$ cat config.mk
export PLATFORM = sky130hd
export DESIGN_NAME = fifo_stream_reader
export DESIGN_NICKNAME = d
export VERILOG_FILES = /design/src/rtl/fifo_stream_reader.sv
export SDC_FILE = /design/constraint.sdc
export NUM_CORES = 1
export LEC_CHECK = 0
export ABC_AREA = 1
export CAP_MARGIN = 30
export CORE_MARGIN = 1.5
export CORE_UTILIZATION = 29
export DETAILED_ROUTE_END_ITERATION = 8
export GPL_TIMING_DRIVEN = 0
export SLEW_MARGIN = 20
export SYNTH_ARGS = -nofsm -noshare
export SYNTH_HDL_FRONTEND = slang
export SYNTH_SLANG_ARGS = --single-unit
$ cat constraint.sdc
create_clock -name clk -period 2.3 [get_ports clk]
set_clock_uncertainty 0.2 [all_clocks]
set_input_delay 0.46 -clock clk [delete_from_list [all_inputs] [get_ports clk]]
set_output_delay 0.46 -clock clk [all_outputs]
set_load 0.02 [all_outputs]
$ cat src/rtl/fifo_stream_reader.sv
// Drains a synchronous FIFO read port into a valid/ready stream.
// A 2-entry skid buffer absorbs the FIFO's one-cycle read latency.
module fifo_stream_reader #(
    parameter int WIDTH = 8,
    parameter int CNT_W = 16
) (
    input  logic             clk,
    input  logic             rst_n,
    input  logic             fifo_empty,
    output logic             fifo_rd_en,
    input  logic [WIDTH-1:0] fifo_rd_data,
    output logic             m_valid,
    input  logic             m_ready,
    output logic [WIDTH-1:0] m_data,
    input  logic             flush,
    output logic             busy,
    output logic [CNT_W-1:0] word_cnt
);

    localparam logic [1:0] ST_IDLE   = 2'd0;
    localparam logic [1:0] ST_STREAM = 2'd1;
    localparam logic [1:0] ST_FLUSH  = 2'd2;

    logic [1:0]       state, state_nxt;
    logic [1:0]       occ, occ_nxt;
    logic             inflight;
    logic [WIDTH-1:0] slot0, slot1, slot0_nxt, slot1_nxt;
    logic             pop;
    logic [2:0]       pending;

    // Handshake: a word transfers on every edge where m_valid and m_ready are
    // both high; m_valid and m_data are held until that happens (or flush/reset).
    assign m_valid = (occ != 2'd0);
    assign m_data  = slot0;
    assign pop     = m_valid & m_ready;
    assign busy    = (state != ST_IDLE);

    // Words owned after this edge's pop; a new read may only be issued if one slot stays free.
    assign pending    = {1'b0, occ} + {2'b0, inflight} - {2'b0, pop};
    assign fifo_rd_en = rst_n & ~fifo_empty & ~flush & (state != ST_FLUSH) & (pending <= 3'd1);

    always_comb begin
        slot0_nxt = slot0;
        slot1_nxt = slot1;
        occ_nxt   = occ;
        if (pop) begin
            slot0_nxt = slot1;
            occ_nxt   = occ - 2'd1;
        end
        if (inflight) begin
            if (occ_nxt == 2'd0) begin
                slot0_nxt = fifo_rd_data;
            end else begin
                slot1_nxt = fifo_rd_data;
            end
            occ_nxt = occ_nxt + 2'd1;
        end
        // Flush wins over pop and landing; the landing word is dropped.
        if (flush || (state == ST_FLUSH)) begin
            occ_nxt = 2'd0;
        end
    end

    always_comb begin
        state_nxt = state;
        case (state)
            ST_IDLE: begin
                if (flush) begin
                    state_nxt = ST_FLUSH;
                end else if (fifo_rd_en) begin
                    state_nxt = ST_STREAM;
                end
            end
            ST_STREAM: begin
                if (flush) begin
                    state_nxt = ST_FLUSH;
                end else if ((occ_nxt == 2'd0) && !fifo_rd_en) begin
                    state_nxt = ST_IDLE;
                end
            end
            ST_FLUSH: begin
                if (!flush && !inflight) begin
                    state_nxt = ST_IDLE;
                end
            end
            default: state_nxt = ST_IDLE;
        endcase
    end

    always_ff @(posedge clk or negedge rst_n) begin
        if (!rst_n) begin
            state    <= ST_IDLE;
            occ      <= 2'd0;
            inflight <= 1'b0;
            slot0    <= '0;
            slot1    <= '0;
            word_cnt <= '0;
        end else begin
            state    <= state_nxt;
            occ      <= occ_nxt;
            inflight <= fifo_rd_en;
            slot0    <= slot0_nxt;
            slot1    <= slot1_nxt;
            word_cnt <= word_cnt + CNT_W'(pop);
        end
    end

endmodule

==> results_dict.tcl <==
set metrics [dict create \
    final-seq-area_um2 926 \
    nets 284 \
    route.detailed.drc 0 \
    antennaDiodeCount 0 \
    routed_wl_um 4110 \
    fillCellCount 594 \
    final_cells 340 \
    power.switching_w 0.000672 \
    seq_area_frac_synth_pct 50.1 \
    pin_count 40 \
    synth_top_area_share_pct 50.1 \
    tightest_slew_ns 0.711 \
    crit_fanout 4 \
    maxCapViolCount 0 \
    synth.area.top_cells "dfrtp_1 (50%), nand2_1 (7.3%), inv_1 (6.1%)" \
    clock_sinks 37 \
    fin_crit_sh_pct 129 \
    syn_nets 221 \
    synth_common_cells "dfrtp_1 (37), nand2_1 (36), inv_1 (30)" \
    grt.total_usage_pct 11.6 \
    cts_tree "yes" \
    path_class "reg -> out" \
    ir_drop_mv 0.418 \
    ctsLongestPathBuffers 2 \
    ant_nets 0 \
    setup_viol 12 \
    postPlaceCellArea_mm2 0.00236 \
    drv_slew 0 \
    critPathLaunchType "register" \
    cts_made_buffers 5 \
    drtIter0Drc 67 \
    synthToLayoutAreaGrowth_pct 44.5 \
    combPwrFrac_pct 34.4 \
    stdcell_area_mm2 0.00267 \
    grt_pass1_wl_um 6600 \
    gp_congestion 0.786 \
    worst_slack_ns -0.656 \
    dp_slack_ns -1.28 \
    drt_first_pass_iters 4 \
    grt_pass1_vias 1433 \
    worstSetupEndpointType "primary output" \
    worstSkewPairLatency_ns 0.28 \
    die_h_um 82.8 \
    drive_gt1_share_pct 23.4 \
    grt_overflow 0 \
    synth.cell_area_mm2 0.00185 \
    synthArstFlopShare_pct 100 \
    yosysTopAreaCell "dfrtp_1" \
    cp.arrival_ns 2.30 \
    synth_edf_count 0 \
    vias_per_cell 4.42 \
    initial_utilization_pct 30.6 \
    holdWs_ns 0.293 \
    max_freq_ghz 0.338 \
    std_cell_rows 28 \
    p_leak_nw 1.32 \
    rsz0062_at_grt "true" \
    yosysWarnings 0 \
    p_int_w 0.00136 \
    synth_flop_cell "dfrtp_1" \
    dp_hpwl_um 2790 \
    violations "negative setup slack" \
    htreeDepth 2 \
    die_area_mm2 0.00686 \
    cp.required_ns 1.64 \
    avgRoutedWirePerCell_um 12.1 \
    path_clk_slew_ns 0.07 \
    outcome "finished, violations left" \
    yosysUniqueCellTypes 32 \
    seq_power_share_pct 45.2 \
    multi_input_area_um2 837 \
    hold_path.class "reg -> reg" \
    coreArea_mm2 0.00603 \
    die_w_um 82.8 \
    root_buffer "clkbuf_8" \
    fin_crit_ns 2.96 \
    avgSynthCellArea_um2 9.10 \
    powerDensity_mw_per_mm2 763 \
    dp.cells 318 \
    synth_most_common_cell "dfrtp_1" \
    swShare_pct 33.0 \
    antenna_found_initial 0 \
    relSlewSlack_pct 52.5 \
    clkPwrFrac_pct 20.4 \
    portBuffers 39 \
    grt_max_degree 23 \
    hold_viol 0 \
    via_count 1504 \
    postSynthCellCount 203 \
    ys_ff_latch 37 \
]
stage by stage:
stage	util, %	power (W)	TNS [ns]
4_1_cts	41.6	0.00200	-0.878
5_1_grt	44.3	0.00216	-3.21
2_1_floorplan	-	0.00126	-0.291
6_report	44.3	0.00204	-1.22
3_5_place_dp	39.2	0.00156	-9.34
3_3_place_gp	38.8	0.00154	-25.75
critical path, cell delays in order (launching register included):
cell	delay (ns)
dfrtp_1	0.37
inv_2	0.06
ha_4	0.16
inv_4	0.07
nand2_4	0.05
nand2_2	0.07
nand2_2	0.05
inv_2	0.06
ha_4	0.12
inv_2	0.03
fa_1	0.50
nand3b_1	0.09
nor2_2	0.11
nand2_1	0.09
inv_2	0.08
buf_6	0.11
layout by cell type, fill, tap and decap left out, drive strengths merged:
cell           synthesis  layout
a31oi                  2       2
buf                    3      19
clkbuf                 1       7
clkdlybuf4s50          0      36
clkinv                 1       2
dfrtp                 37      37
dlygate4sd2            0       1
dlygate4sd3            0       2
fa                     1       1
ha                     4       4
inv                   32      32
mux2                   2       2
nand2                 37      37
nand3                 15      15
nand3b                 1       1
nand4                  2       2
nor2                  25      25
nor3                   4       4
o21a                   1       1
o21ai                 13      13
o21bai                 1       1
o22ai                  6       6
or2                    2       2
xnor2                  1       1
xor2                  12      12
kinds of logic (layout without fill, tap and decap cells):
family          after synthesis  after routing  share of synthesized area, %
buf+inv                      37             99                          8.20
simple gates                 86             86                          21.8
xor+xnor                     13             13                          6.17
flops                        37             37                          50.1
mux                           2              2                          1.63
fa+ha+maj                     5              5                          3.79
compound gates               23             23                          8.27
sequential cells by signal, summed over array words and instances (netlist names):
register,count
slot1,8
inflight,1
m_data,8
word_cnt,16
state,2
occ,2
final timing paths:
kind / to / cells after the start / from / slack, ns
max: fifo_rd_en / 15 / occ[0] / -0.66
min: slot1[0] / 2 / slot1[0] / 0.29
max reg2reg: state[0] / 18 / occ[0] / -0.18
min reg2reg: slot1[0] / 2 / slot1[0] / 0.29
max in group asynchronous: word_cnt[4] / 2 / rst_n / 0.86
min in group asynchronous: m_data[4] / 3 / rst_n / 0.57
power by group through the flow:
stage	clock (W)	combinational (W)	sequential, W
floorplan	0	0.000250	0.00101
global placement	0	0.000625	0.000913
detailed placement	0	0.000642	0.000920
CTS	0.000432	0.000663	0.000907
global route	0.000459	0.000758	0.000941
finish	0.000416	0.000701	0.000920
cell type report:
| type | count | share of cell area, % |
|---|---|---|
| inverter | 33 | 4.74 |
| tap | 75 | 3.52 |
| timing repair buffer | 56 | 21.1 |
| buffer | 4 | 1.83 |
| sequential | 37 | 34.7 |
| multi-input combinational | 129 | 31.4 |
| clock inverter | 1 | 0.188 |
| clock buffer | 5 | 2.58 |
routing by layer:
metal  up-vias  wire, um  part of all wire [%]  global-route usage, %
met4         0        34                  0.83                   3.64
met1       706      1960                    48                   15.9
li1        762         -                     -                      -
met2        31      1930                    47                   17.9
met3         5       186                   4.5                   3.38
met5         -         0                     0                      0
timing repair:
action | in CTS | in global routing
endpoints found under the hold margin | 15 | 0
gates resized for setup | 12 | 23
pin swaps | 4 | 10
gates cloned | 0 | 1
buffers inserted | 5 | 8
setup endpoints to repair | 20 | 22
hold buffers | 2 | 0
Power figures use the tool's default switching activity.
